$ cat config.mk
export PLATFORM = sky130hd
export DESIGN_NAME = board_game_ctrl_flat
export DESIGN_NICKNAME = d
export VERILOG_FILES = /design/src/rtl/board_game_ctrl_pkg.sv /design/src/rtl/board_game_ctrl_if.sv /design/src/rtl/board_game_ctrl_line_scanner.sv /design/src/rtl/board_game_ctrl.sv /design/src/flat_wrapper.sv
export SDC_FILE = /design/constraint.sdc
export NUM_CORES = 1
export LEC_CHECK = 0
export ABC_AREA = 0
export CELL_PAD_IN_SITES_DETAIL_PLACEMENT = 0
export CELL_PAD_IN_SITES_GLOBAL_PLACEMENT = 1
export CORE_ASPECT_RATIO = 0.7
export CORE_UTILIZATION = 40
export CTS_CLUSTER_DIAMETER = 150
export DETAILED_ROUTE_END_ITERATION = 8
export GPL_TIMING_DRIVEN = 1
export PLACE_DENSITY = 0.89
export SLEW_MARGIN = 5
export SYNTH_ARGS = -nofsm -noshare
export SYNTH_HDL_FRONTEND = slang
export SYNTH_SLANG_ARGS = --single-unit
$ cat constraint.sdc
create_clock -name clk -period 8.5 [get_ports clk]
set_input_delay 1.7 -clock clk [delete_from_list [all_inputs] [get_ports clk]]
set_output_delay 1.7 -clock clk [all_outputs]
set_load 0.1 [all_outputs]
$ cat src/rtl/board_game_ctrl_pkg.sv
// Shared types for the N x N, K-in-a-row board controller: cell encoding,
// game states and scan direction codes.
package board_pkg;

  typedef enum logic [1:0] {
    EMPTY  = 2'b00,
    MARK_X = 2'b01,
    MARK_O = 2'b10
  } cell_t;

  typedef enum logic [1:0] {
    PLAY  = 2'b00,
    CHECK = 2'b01,
    WIN   = 2'b10,
    DRAW  = 2'b11
  } game_state_t;

  localparam logic [1:0] DIR_H = 2'd0;
  localparam logic [1:0] DIR_V = 2'd1;
  localparam logic [1:0] DIR_D = 2'd2;
  localparam logic [1:0] DIR_A = 2'd3;

endpackage

$ cat src/rtl/board_game_ctrl_if.sv
// Move handshake and board status bundle; undo signals exist only when
// BOARD_UNDO_EN is defined.
interface board_game_ctrl_if #(parameter int N = 3);
  localparam int NN = N * N;
  localparam int IW = $clog2(NN);

  logic            clear;
  logic            move_valid;
  logic [IW-1:0]   move_idx;
  logic            move_ready;
  logic            move_err;
  logic [2*NN-1:0] cells;
  logic            turn;
  logic [1:0]      game_state;
  logic            winner;
  logic [NN-1:0]   win_mask;
  logic [IW:0]     move_count;
`ifdef BOARD_UNDO_EN
  logic            undo_req;
  logic            undo_ok;

  modport master (output clear, move_valid, move_idx, undo_req,
                  input  move_ready, move_err, cells, turn, game_state,
                         winner, win_mask, move_count, undo_ok);
  modport slave  (input  clear, move_valid, move_idx, undo_req,
                  output move_ready, move_err, cells, turn, game_state,
                         winner, win_mask, move_count, undo_ok);
`else
  modport master (output clear, move_valid, move_idx,
                  input  move_ready, move_err, cells, turn, game_state,
                         winner, win_mask, move_count);
  modport slave  (input  clear, move_valid, move_idx,
                  output move_ready, move_err, cells, turn, game_state,
                         winner, win_mask, move_count);
`endif
endinterface

$ cat src/rtl/board_game_ctrl_line_scanner.sv
// Sequential win scan through the last placed cell: one board position per
// cycle, four directions of 2K-1 offsets each, no row/column wrap-around.
module line_scanner
  import board_pkg::*;
#(
  parameter int N = 3,
  parameter int K = 3
) (
  input  logic                    clk,
  input  logic                    Reset,
  input  logic                    clear,
  input  logic                    start,
  input  logic [$clog2(N*N)-1:0]  last_idx,
  input  logic [1:0]              mark,
  input  logic [2*N*N-1:0]        cells,
  output logic                    done,
  output logic                    win,
  output logic [N*N-1:0]          win_mask
);
  localparam int NN = N * N;
  localparam int IW = $clog2(NN);
  localparam int SW = $clog2(2*K - 1);
  localparam int RW = $clog2(K + 1);
  localparam int CW = 5;
  localparam logic [SW-1:0] LAST = SW'(2*K - 2);
  localparam logic signed [CW-1:0] NS = CW'(N);

  logic            busy_q;
  logic [1:0]      dir_q;
  logic [SW-1:0]   step_q;
  logic [RW-1:0]   run_q, run_n;
  logic [NN-1:0]   run_mask_q, mask_n;

  logic signed [CW-1:0] row0, col0, off, r, c;
  logic [IW-1:0]   lin;
  logic            on_board, hit, last_step;

  always_comb begin
    row0 = signed'(CW'(last_idx / IW'(N)));
    col0 = signed'(CW'(last_idx % IW'(N)));
    off  = signed'(CW'(step_q)) - signed'(CW'(K - 1));
    r = row0;
    c = col0;
    case (dir_q)
      DIR_H:   c = col0 + off;
      DIR_V:   r = row0 + off;
      DIR_D:   begin r = row0 + off; c = col0 + off; end
      default: begin r = row0 + off; c = col0 - off; end
    endcase
    // Bounds are checked on row and column separately so a line never wraps.
    on_board = !r[CW-1] && (r < NS) && !c[CW-1] && (c < NS);
    lin = on_board ? IW'(int'(r) * N + int'(c)) : '0;
    hit = on_board && (cells[{lin, 1'b0} +: 2] == mark);
    run_n  = '0;
    mask_n = '0;
    if (hit) begin
      run_n       = run_q + 1'b1;
      mask_n      = run_mask_q;
      mask_n[lin] = 1'b1;
    end
    last_step = (step_q == LAST);
    win       = busy_q && (run_n == RW'(K));
    done      = busy_q && (win || (dir_q == DIR_A && last_step));
    win_mask  = mask_n;
  end

  always_ff @(posedge clk or posedge Reset) begin
    if (Reset) begin
      busy_q     <= 1'b0;
      dir_q      <= DIR_H;
      step_q     <= '0;
      run_q      <= '0;
      run_mask_q <= '0;
    end else if (clear || start) begin
      busy_q     <= start && !clear;
      dir_q      <= DIR_H;
      step_q     <= '0;
      run_q      <= '0;
      run_mask_q <= '0;
    end else if (busy_q) begin
      if (done) begin
        busy_q <= 1'b0;
      end else if (last_step) begin
        dir_q      <= dir_q + 1'b1;
        step_q     <= '0;
        run_q      <= '0;
        run_mask_q <= '0;
      end else begin
        step_q     <= step_q + 1'b1;
        run_q      <= run_n;
        run_mask_q <= mask_n;
      end
    end
  end

endmodule

$ cat src/rtl/board_game_ctrl.sv
// N x N, K-in-a-row two-player board controller: move handshake, turn keeping,
// win/draw FSM. Optional single-level undo under BOARD_UNDO_EN.
module board_game_ctrl
  import board_pkg::*;
#(
  parameter int N = 3,
  parameter int K = 3
) (
  input  logic              clk,
  input  logic              Reset,
  board_game_ctrl_if.slave  bus
);
  localparam int NN = N * N;
  localparam int IW = $clog2(NN);

  game_state_t     state_q, state_d;
  logic [2*NN-1:0] cells_q, cells_d;
  logic            turn_q, turn_d;
  logic            winner_q, winner_d;
  logic [NN-1:0]   win_mask_q, win_mask_d;
  logic [IW:0]     move_count_q, move_count_d;
  logic [IW-1:0]   last_idx_q, last_idx_d;
  logic            move_err_q, move_err_d;
  logic            move_ready_q;

  logic [1:0]      mark, sel_cell;
  logic            idx_ok, req, accept, reject;
  logic            scan_done, scan_win;
  logic [NN-1:0]   scan_mask;

`ifdef BOARD_UNDO_EN
  logic            undo_used_q, undo_used_d;
  logic            undo_ok_q, undo_ok_d;
  logic            undo_take;

  assign undo_take = bus.undo_req && (move_count_q != '0) && !undo_used_q &&
                     (state_q == PLAY || state_q == WIN);
  assign req       = bus.move_valid && (state_q == PLAY) && !undo_take;
  assign bus.undo_ok = undo_ok_q;
`else
  assign req       = bus.move_valid && (state_q == PLAY);
`endif

  assign mark     = turn_q ? MARK_O : MARK_X;
  assign idx_ok   = ({1'b0, bus.move_idx} < (IW+1)'(NN));
  assign sel_cell = idx_ok ? cells_q[{bus.move_idx, 1'b0} +: 2] : MARK_X;
  assign accept   = req && idx_ok && (sel_cell == EMPTY);
  assign reject   = req && !accept;

  line_scanner #(.N(N), .K(K)) u_scan (
    .clk      (clk),
    .Reset    (Reset),
    .clear    (bus.clear),
    .start    (accept),
    .last_idx (last_idx_d),
    .mark     (mark),
    .cells    (cells_q),
    .done     (scan_done),
    .win      (scan_win),
    .win_mask (scan_mask)
  );

  always_comb begin
    state_d      = state_q;
    cells_d      = cells_q;
    turn_d       = turn_q;
    winner_d     = winner_q;
    win_mask_d   = win_mask_q;
    move_count_d = move_count_q;
    last_idx_d   = last_idx_q;
    move_err_d   = reject;
`ifdef BOARD_UNDO_EN
    undo_used_d  = undo_used_q;
    undo_ok_d    = 1'b0;
`endif
    case (state_q)
      PLAY: if (accept) begin
        cells_d[{bus.move_idx, 1'b0} +: 2] = mark;
        move_count_d = move_count_q + 1'b1;
        last_idx_d   = bus.move_idx;
        state_d      = CHECK;
`ifdef BOARD_UNDO_EN
        undo_used_d  = 1'b0;
`endif
      end
      CHECK: if (scan_win) begin
        win_mask_d = scan_mask;
        winner_d   = turn_q;
        state_d    = WIN;
      end else if (scan_done) begin
        if (move_count_q == (IW+1)'(NN)) begin
          state_d = DRAW;
        end else begin
          state_d = PLAY;
          turn_d  = !turn_q;
        end
      end
      default: ;
    endcase
`ifdef BOARD_UNDO_EN
    // In WIN the turn was never flipped, so only a PLAY undo flips it back.
    if (undo_take) begin
      cells_d[{last_idx_q, 1'b0} +: 2] = EMPTY;
      move_count_d = move_count_q - 1'b1;
      if (state_q == PLAY) turn_d = !turn_q;
      state_d      = PLAY;
      win_mask_d   = '0;
      winner_d     = 1'b0;
      undo_ok_d    = 1'b1;
      undo_used_d  = 1'b1;
    end
`endif
    if (bus.clear) begin
      state_d      = PLAY;
      cells_d      = '0;
      turn_d       = 1'b0;
      winner_d     = 1'b0;
      win_mask_d   = '0;
      move_count_d = '0;
      last_idx_d   = '0;
      move_err_d   = 1'b0;
`ifdef BOARD_UNDO_EN
      undo_used_d  = 1'b0;
      undo_ok_d    = 1'b0;
`endif
    end
  end

  always_ff @(posedge clk or posedge Reset) begin
    if (Reset) begin
      state_q      <= PLAY;
      cells_q      <= '0;
      turn_q       <= 1'b0;
      winner_q     <= 1'b0;
      win_mask_q   <= '0;
      move_count_q <= '0;
      last_idx_q   <= '0;
      move_err_q   <= 1'b0;
      move_ready_q <= 1'b1;
`ifdef BOARD_UNDO_EN
      undo_used_q  <= 1'b0;
      undo_ok_q    <= 1'b0;
`endif
    end else begin
      state_q      <= state_d;
      cells_q      <= cells_d;
      turn_q       <= turn_d;
      winner_q     <= winner_d;
      win_mask_q   <= win_mask_d;
      move_count_q <= move_count_d;
      last_idx_q   <= last_idx_d;
      move_err_q   <= move_err_d;
      move_ready_q <= (state_d == PLAY);
`ifdef BOARD_UNDO_EN
      undo_used_q  <= undo_used_d;
      undo_ok_q    <= undo_ok_d;
`endif
    end
  end

  assign bus.cells      = cells_q;
  assign bus.turn       = turn_q;
  assign bus.game_state = state_q;
  assign bus.winner     = winner_q;
  assign bus.win_mask   = win_mask_q;
  assign bus.move_count = move_count_q;
  assign bus.move_err   = move_err_q;
  assign bus.move_ready = move_ready_q;

endmodule

$ cat src/flat_wrapper.sv
// flat-port wrapper written by rule: the top's interface ports become plain ports
module board_game_ctrl_flat import board_pkg::*;
#(
  parameter int N = 3,
  parameter int K = 3
)
  (clk, Reset, bus_clear, bus_move_valid, bus_move_idx, bus_move_ready, bus_move_err, bus_cells, bus_turn, bus_game_state, bus_winner, bus_win_mask, bus_move_count);
  board_game_ctrl_if #(.N(N)) bus_i ();
  input  logic clk;
  input  logic Reset;
  input wire logic [$bits(bus_i.clear)-1:0] bus_clear;
  input wire logic [$bits(bus_i.move_valid)-1:0] bus_move_valid;
  input wire logic [$bits(bus_i.move_idx)-1:0] bus_move_idx;
  output wire logic [$bits(bus_i.move_ready)-1:0] bus_move_ready;
  output wire logic [$bits(bus_i.move_err)-1:0] bus_move_err;
  output wire logic [$bits(bus_i.cells)-1:0] bus_cells;
  output wire logic [$bits(bus_i.turn)-1:0] bus_turn;
  output wire logic [$bits(bus_i.game_state)-1:0] bus_game_state;
  output wire logic [$bits(bus_i.winner)-1:0] bus_winner;
  output wire logic [$bits(bus_i.win_mask)-1:0] bus_win_mask;
  output wire logic [$bits(bus_i.move_count)-1:0] bus_move_count;
  assign bus_i.clear = bus_clear;
  assign bus_i.move_valid = bus_move_valid;
  assign bus_i.move_idx = bus_move_idx;
  assign bus_move_ready = bus_i.move_ready;
  assign bus_move_err = bus_i.move_err;
  assign bus_cells = bus_i.cells;
  assign bus_turn = bus_i.turn;
  assign bus_game_state = bus_i.game_state;
  assign bus_winner = bus_i.winner;
  assign bus_win_mask = bus_i.win_mask;
  assign bus_move_count = bus_i.move_count;
  board_game_ctrl #(.N(N), .K(K)) u_core (.clk(clk), .Reset(Reset), .bus(bus_i));
endmodule
==> impl_metrics.ini, run 1 <==
[timing]
min_period_over_period_pct = 113
setup_slack_ns = -1.13
relSlewSlack_pct = 28.4
setup_viol = 31
tightest_slew_ns = 1.05
maxClockFrequency_mhz = 104
hold_viol = 0
slew_viol_final = 0
finClkSkew_ns = 0.00608
period_needed_ns = 9.63
rsz0062_at_grt = true

[clock_tree]
clock-sinks = 59
numCtsBuffers = 9
path_clk_slew_ns = 0.06
clock_path_buffers = 2
ctsRootBufferMaster = clkbuf_16
worstSkewPairLatency_ns = 0.34
cts_tree = done
h-tree-depth = 3

[worst_setup_path]
r2r-start = u_core.bus.cells[8]$_DFFE_PP0P_
path_max_fanout = 7
arrival_ns = 9.80
start_kind = input pin
rrSetupSlack_ns = -0.20
crit_slowest_cell = fa_1
reg2reg_to = u_core.u_scan.dir_q[0]$_DFFE_PP0P_
crit_top_cell = buf_4
end_kind = flop
r2r_cells = 36
cp.depth = 38
cp_data_required_time_ns = 8.67
cp_slowest_stage_delay_ns = 0.47
endpoint = u_core.u_scan.dir_q[0]$_DFFE_PP0P_
crit_start = bus_move_idx[2]
worstSetupPathType = in2reg
cp_num_buf_inv = 8
critPathTopFamily = compound AO/OA/AOI/OAI gates

[final_layout]
num-fill-cells = 861
nets = 773
antenna_cells = 0
stdcell_area_um2 = 7210
syn2layout_area_growth_pct = 54.2
drive_above_1_share_pct = 36.5

[power_and_ir_drop]
p_leak_nw = 3.22
power_mw = 1.07
cellPowerDensity_nw_per_um2 = 148
ir_worst_vdd_mv = 0.120

[drt]
dr.first_iter.drc_count = 419
ant_nets = 0
wl_met3_mm = 1.21
top_layer_used = met4
met1_length_mm = 7.16
met2WireLength_mm = 7.50
drt_pre_antenna_iters = 5
drc = 0
num_vias = 5077
drt-total-wl_mm = 16.2
viasPerCell = 5.72
wl_per_cell_um = 18.2

[synthesis]
syn_nets = 581
synth_top_family_by_area = simple AND/OR/NAND/NOR gates
synth_compound_area_share_pct = 20.8
synth-async-reset-ratio_pct = 100
ys_types = 74
yosys_warnings = 0
yosysTopAreaCell = dfrtp_1
synth_top_area_share_pct = 31.0
synth_seq_area_share_pct = 31.6
synth-simple-area-share_pct = 22.4
synthAdderAreaFrac_pct = 10.2
netlist_instances = 538
synth_xor_area_share_pct = 3.75
synth-seq-cells = 59
synth-edff-count = 0
synth_flop_cell = dfrtp_1
synth_mux_area_share_pct = 6.75
synth_area_leaders = dfrtp_1 (31%), ha_1 (8.0%), nor2_1 (5.5%), a21oi_1 (3.5%), nand2_1 (3.4%)
synth.top_cells.by_count = nor2_1 (69), dfrtp_1 (58), nand2_1 (42), a21oi_1 (33), ha_1 (30)
syn_area_um2 = 4670
avgSynthCellArea_um2 = 8.69
yosys.cell_count.top_type = nor2_1

[global_routing]
grt_max_degree = 60
grt_pass1_wl_mm = 25.6
grt_overflow = 0
grt_pass1_vias = 5018
antenna_found_initial = 0
grt_usage_pct = 26.8

[die]
ios = 46
start_util_pct = 41.7
dieArea_um2 = 12100
core_um2 = 11200
die_h_um = 92.4
die_x_um = 131
row_count = 32

[status]
outcome = finished with violations
violations = negative setup slack

[placed_design]
gp_congestion = 1.00
dpl-instance-area_um2 = 6300
dpl.hpwl_mm = 11.3
io_buffers = 45

[worst_hold_path]
holdPathStages = 1
hold_path_class = reg2reg

[run]
drv_cap = 0
-- what timing repair did --
action	CTS	global route
gates resized for setup	77	31
cloned	0	1
endpoints found under the hold margin	0	0
setup buffers	17	9
hold buffers	0	0
pin swaps	45	30
setup endpoints to repair	31	31
-- flip-flops by register name, summed over array words and instances (netlist names), 2 cells and up --
register                  cells
u_core.bus.game_state         2
u_core.bus.move_count         5
u_core.u_scan.dir_q           2
u_core.u_scan.step_q          3
u_core.bus.win_mask           9
u_core.u_scan.run_mask_q      9
u_core.bus.cells             18
u_core.last_idx_q             4
u_core.u_scan.run_q           2
-- report_power, final --
part | leakage, nW | internal (mW) | switching, mW
clock | 0.160 | 0.258 | 0.141
combinational | 2.24 | 0.171 | 0.204
sequential | 0.816 | 0.286 | 0.00655
-- area by class of cell --
cell class / count / area (µm²) / share of cell area [%]
Clock inverter: 7 / 100 / 1.39
Tap cell: 153 / 191 / 2.66
Sequential cell: 59 / 1480 / 20.5
Timing Repair Buffer: 200 / 1680 / 23.3
Clock buffer: 9 / 225 / 3.13
Inverter: 31 / 126 / 1.75
Multi-Input combinational cell: 429 / 3410 / 47.3
-- routing by layer --
| layer | track usage (%) | up-vias |
|---|---|---|
| met3 | 5.69 | 37 |
| met4 | 8.53 | 0 |
| met2 | 43.5 | 238 |
| met5 | 0 | - |
| met1 | 35.7 | 2454 |
| li1 | - | 2348 |
-- cells in the final DEF (no fill, tap or decap), types with 6 or more instances in the layout --
master / count
clkdlybuf4s50_1: 40
nand3_1: 22
nand4_1: 11
xor2_1: 10
mux2i_1: 14
ha_1: 22
a21oi_1: 30
inv_2: 7
o21ai_0: 7
nor2b_1: 6
clkbuf_16: 9
o2bb2ai_2: 6
nand2_1: 38
nor2_1: 63
buf_6: 11
o31ai_1: 7
o21a_1: 10
ha_4: 7
a21o_1: 6
mux2_4: 7
inv_1: 21
dfrtp_1: 58
xnor2_1: 8
o211ai_1: 8
buf_4: 144
nor3_1: 14
-- worst reg2reg max path: cells and delay by family, from the launching register on --
kind                     cells  cell delay (ns)
AO/OA/AOI/OAI                8             2.00
XOR/XNOR                     5             0.91
adder cells (fa/ha/maj)      6             1.66
buffers and inverters        6             0.78
flip-flops                   1             0.38
multiplexers                 4             1.42
AND/OR/NAND/NOR              7             1.37
-- through the flow --
| step | util (%) | instances | setup slack, ns | hold WS [ns] | TNS [ns] |
|---|---|---|---|---|---|
| after detailed placement | 56.2 | 846 | -2.26 | 0.478 | -64.93 |
| after floorplan | - | 538 | -1.46 | 0.465 | -36.70 |
| after global placement | 56.2 | 846 | -2.01 | 0.470 | -57.18 |
| final | 64.3 | 888 | -1.13 | 0.496 | -28.46 |
| after CTS | 62.5 | 879 | -0.814 | 0.494 | -21.14 |
| after global routing | 64.3 | 888 | -1.38 | 0.524 | -36.70 |
-- cell families (layout without fill, tap and decap cells) --
group / count (synthesis) / after routing
simple gates: 213 / 213
compound gates: 135 / 135
flops: 59 / 59
buf+inv: 50 / 247
fa+ha+maj: 35 / 35
mux: 26 / 26
xor+xnor: 20 / 20
-- worst min-delay path by stage --
stage / end / startpoint
2_1_floorplan: u_core.u_scan.run_mask_q[3]$_DFFE_PP0P_ / u_core.u_scan.run_mask_q[3]$_DFFE_PP0P_
3_3_place_gp: u_core.bus.win_mask[7]$_DFFE_PP0P_ / u_core.bus.win_mask[7]$_DFFE_PP0P_
5_1_grt: u_core.u_scan.run_mask_q[3]$_DFFE_PP0P_ / u_core.u_scan.run_mask_q[3]$_DFFE_PP0P_
3_5_place_dp: u_core.bus.win_mask[8]$_DFFE_PP0P_ / u_core.bus.win_mask[8]$_DFFE_PP0P_
6_report: u_core.bus.win_mask[8]$_DFFE_PP0P_ / u_core.bus.win_mask[8]$_DFFE_PP0P_
4_1_cts: u_core.bus.win_mask[8]$_DFFE_PP0P_ / u_core.bus.win_mask[8]$_DFFE_PP0P_
No activity file was read; power rests on OpenSTA's default activity.
==> run 2, diff against run 1 <==
--- a/config.mk
+++ b/config.mk
@@ -6,10 +6,12 @@
 export NUM_CORES = 1
 export LEC_CHECK = 0
 export ABC_AREA = 0
+export CAP_MARGIN = 20
 export CELL_PAD_IN_SITES_DETAIL_PLACEMENT = 0
 export CELL_PAD_IN_SITES_GLOBAL_PLACEMENT = 1
 export CORE_ASPECT_RATIO = 0.7
 export CORE_UTILIZATION = 40
+export CTS_BUF_LIST = sky130_fd_sc_hd__clkbuf_16
 export CTS_CLUSTER_DIAMETER = 150
 export DETAILED_ROUTE_END_ITERATION = 8
 export GPL_TIMING_DRIVEN = 1
==> results of run 2 <==
Same layout as run 1: the final DEF is identical, and so are final timing and power.
==> run 3, diff against run 2 <==
--- a/config.mk
+++ b/config.mk
@@ -10,12 +10,12 @@
 export CELL_PAD_IN_SITES_DETAIL_PLACEMENT = 0
 export CELL_PAD_IN_SITES_GLOBAL_PLACEMENT = 1
 export CORE_ASPECT_RATIO = 0.7
-export CORE_UTILIZATION = 40
+export CORE_UTILIZATION = 46
 export CTS_BUF_LIST = sky130_fd_sc_hd__clkbuf_16
 export CTS_CLUSTER_DIAMETER = 150
 export DETAILED_ROUTE_END_ITERATION = 8
 export GPL_TIMING_DRIVEN = 1
-export PLACE_DENSITY = 0.89
+export PLACE_DENSITY = 0.95
 export SLEW_MARGIN = 5
 export SYNTH_ARGS = -nofsm -noshare
 export SYNTH_HDL_FRONTEND = slang
==> constraint.sdc (replaced) <==
create_clock -name clk -period 12 [get_ports clk]
set_input_delay 2.4 -clock clk [delete_from_list [all_inputs] [get_ports clk]]
set_output_delay 2.4 -clock clk [all_outputs]
set_load 0.1 [all_outputs]
==> impl_metrics.ini, run 3 (synthesis gave the netlist of run 1 again) <==
[drt]
drt-total-wl_mm = 12.6
ant_nets = 0
num_vias = 4333
dr.first_iter.drc_count = 400
viasPerCell = 6.03
drt_pre_antenna_iters = 5
drc = 0
wl_per_cell_um = 17.6

[final_layout]
largest_reg_flops = 18
layout_commonest_cell = nor2_1
nets = 629
drive_above_1_share_pct = 9.64
antenna_cells = 0
mostFrequentLayoutCells = nor2_1 (69), dfrtp_1 (58), clkdlybuf4s50_1 (45)
num-fill-cells = 829
syn2layout_area_growth_pct = 20.3
instances_no_fill = 719

[power_and_ir_drop]
seq_power_share_pct = 31.2
power.switching_uw = 218
p_clk_share_pct = 42.6
switching_share_pct = 32.8
ir_worst_vdd_mv = 0.0664
cellPowerDensity_nw_per_um2 = 118
pwr-share-comb_pct = 26.3
p_int_uw = 446
p_leak_nw = 2.40

[global_routing]
grt_usage_pct = 24.8
antenna_found_initial = 0
grt_pass1_vias = 4065
grt_pass1_wl_mm = 20.4
grt_overflow = 0
grt_max_degree = 60

[clock_tree]
path_clk_slew_ns = 0.06
clock_path_buffers = 2
numCtsBuffers = 9
ctsRootBufferMaster = clkbuf_16
post-cts-setup-buffers = 0
cts_tree = done
h-tree-depth = 3
post_cts_resize_count = 0
hold_buffers = 0
worstSkewPairLatency_ns = 0.34
clock-sinks = 59

[worst_hold_path]
hold_end = u_core.bus.win_mask[3]$_DFFE_PP0P_
hold_path_class = reg2reg
holdPathStages = 1
min_from = u_core.bus.win_mask[3]$_DFFE_PP0P_

[die]
core_um2 = 9800
start_util_pct = 47.7
ios = 46
die_x_um = 122
die_h_um = 86.3
row_count = 30
dieArea_um2 = 10600

[worst_setup_path]
start_kind = input pin
cp_data_required_time_ns = 12.22
end_kind = flop
critPathTopFamily = adder cells
arrival_ns = 11.69
reg2reg_to = u_core.u_scan.run_mask_q[5]$_DFFE_PP0P_
r2r-start = u_core.bus.cells[8]$_DFFE_PP0P_
r2r_cells = 35
cp_slowest_stage_delay_ns = 0.53
rrSetupSlack_ns = 2.60
path_max_fanout = 21
worstSetupPathType = in2reg
cp_num_buf_inv = 6
crit_slowest_cell = clkdlybuf4s50_1

[placed_design]
gp_congestion = 0.942
dpl.hpwl_mm = 9.33
io_buffers = 45
dp.cells = 703

[timing]
rsz0062_at_grt = false
finClkSkew_ns = 0.00771
setup_viol = 0
maxClockFrequency_mhz = 87.2
hold_viol = 0
min_period_over_period_pct = 95.6
finalSetupTns_ns = 0
slew_viol_final = 0
tightest_slew_ns = 0.986
relSlewSlack_pct = 34.1
period_needed_ns = 11.47

[run]
drv_cap = 0

[status]
outcome = completed
-- run 3: cell count changes in the layout (fill, tap and decap cells not counted), moves of 6 or more --
| cell | delta |
|---|---|
| o2bb2ai_2 | -6 |
| buf_4 | -133 |
| ha_1 | +7 |
| o2bb2ai_1 | +6 |
| inv_1 | +6 |
| ha_4 | -7 |
| o21ai_0 | +6 |
| nor2_1 | +6 |
| buf_6 | -11 |
-- run 3: how the worst max path moves through the flow --
stage | from | end | slack (ns) | cells past startpoint
floorplan | bus_move_idx[1] | u_core.u_scan.run_mask_q[7]$_DFFE_PP0P_ | 1.06 | 38
global placement | bus_move_idx[0] | u_core.u_scan.run_mask_q[7]$_DFFE_PP0P_ | 0.34 | 37
detailed placement | bus_move_idx[0] | u_core.u_scan.run_mask_q[7]$_DFFE_PP0P_ | 0.03 | 37
CTS | bus_move_idx[0] | u_core.u_scan.run_mask_q[7]$_DFFE_PP0P_ | 0.36 | 38
global route | bus_move_idx[0] | u_core.u_scan.run_mask_q[5]$_DFFE_PP0P_ | 0.08 | 35
finish | bus_move_idx[0] | u_core.u_scan.run_mask_q[5]$_DFFE_PP0P_ | 0.53 | 37
-- run 3: layer usage --
layer  global-route usage [%]  vias up  part of all wire, %
li1                         -     2055                    -
met4                     7.43        0                  1.5
met3                     6.84       22                  8.0
met1                     36.0     2066                   48
met2                     35.8      190                   43
met5                        0        -                    0
-- run 3: cell type report --
type / count / area [µm²] / area share, %
flip-flops and latches: 59 / 1480 / 26.3
clock inverters: 7 / 100 / 1.78
well taps: 128 / 160 / 2.85
inverters: 31 / 116 / 2.07
multi-input cells: 429 / 3010 / 53.5
clock buffers: 9 / 225 / 4.01
repair buffers: 56 / 533 / 9.48
-- run 3: through the flow --
stage	hold slack, ns	utilization (%)	instance area, µm²	total power [mW]	setup WS (ns)
2_1_floorplan	0.465	-	4670	0.339	1.06
3_3_place_gp	0.469	53.8	5270	0.376	0.336
3_5_place_dp	0.474	53.8	5270	0.379	0.0323
4_1_cts	0.491	57.1	5600	0.662	0.355
5_1_grt	0.500	57.4	5620	0.692	0.0772
6_report	0.483	57.4	5620	0.664	0.534
-- run 3: worst reg2reg max path: cells and delay by family, from the launching register on --
| kind | cells | cell delay [ns] |
|---|---|---|
| adder cells (fa/ha/maj) | 7 | 2.29 |
| AO/OA/AOI/OAI | 8 | 1.96 |
| AND/OR/NAND/NOR | 8 | 1.94 |
| multiplexers | 3 | 1.15 |
| XOR/XNOR | 5 | 0.94 |
| buffers and inverters | 4 | 0.54 |
| flip-flops | 1 | 0.44 |
-- run 3: power by group through the flow --
stage	logic, mW	clock network [mW]	registers (mW)
floorplan	0.117	0	0.221
global placement	0.166	0	0.210
detailed placement	0.169	0	0.210
CTS	0.170	0.285	0.207
global route	0.191	0.294	0.207
finish	0.174	0.282	0.207
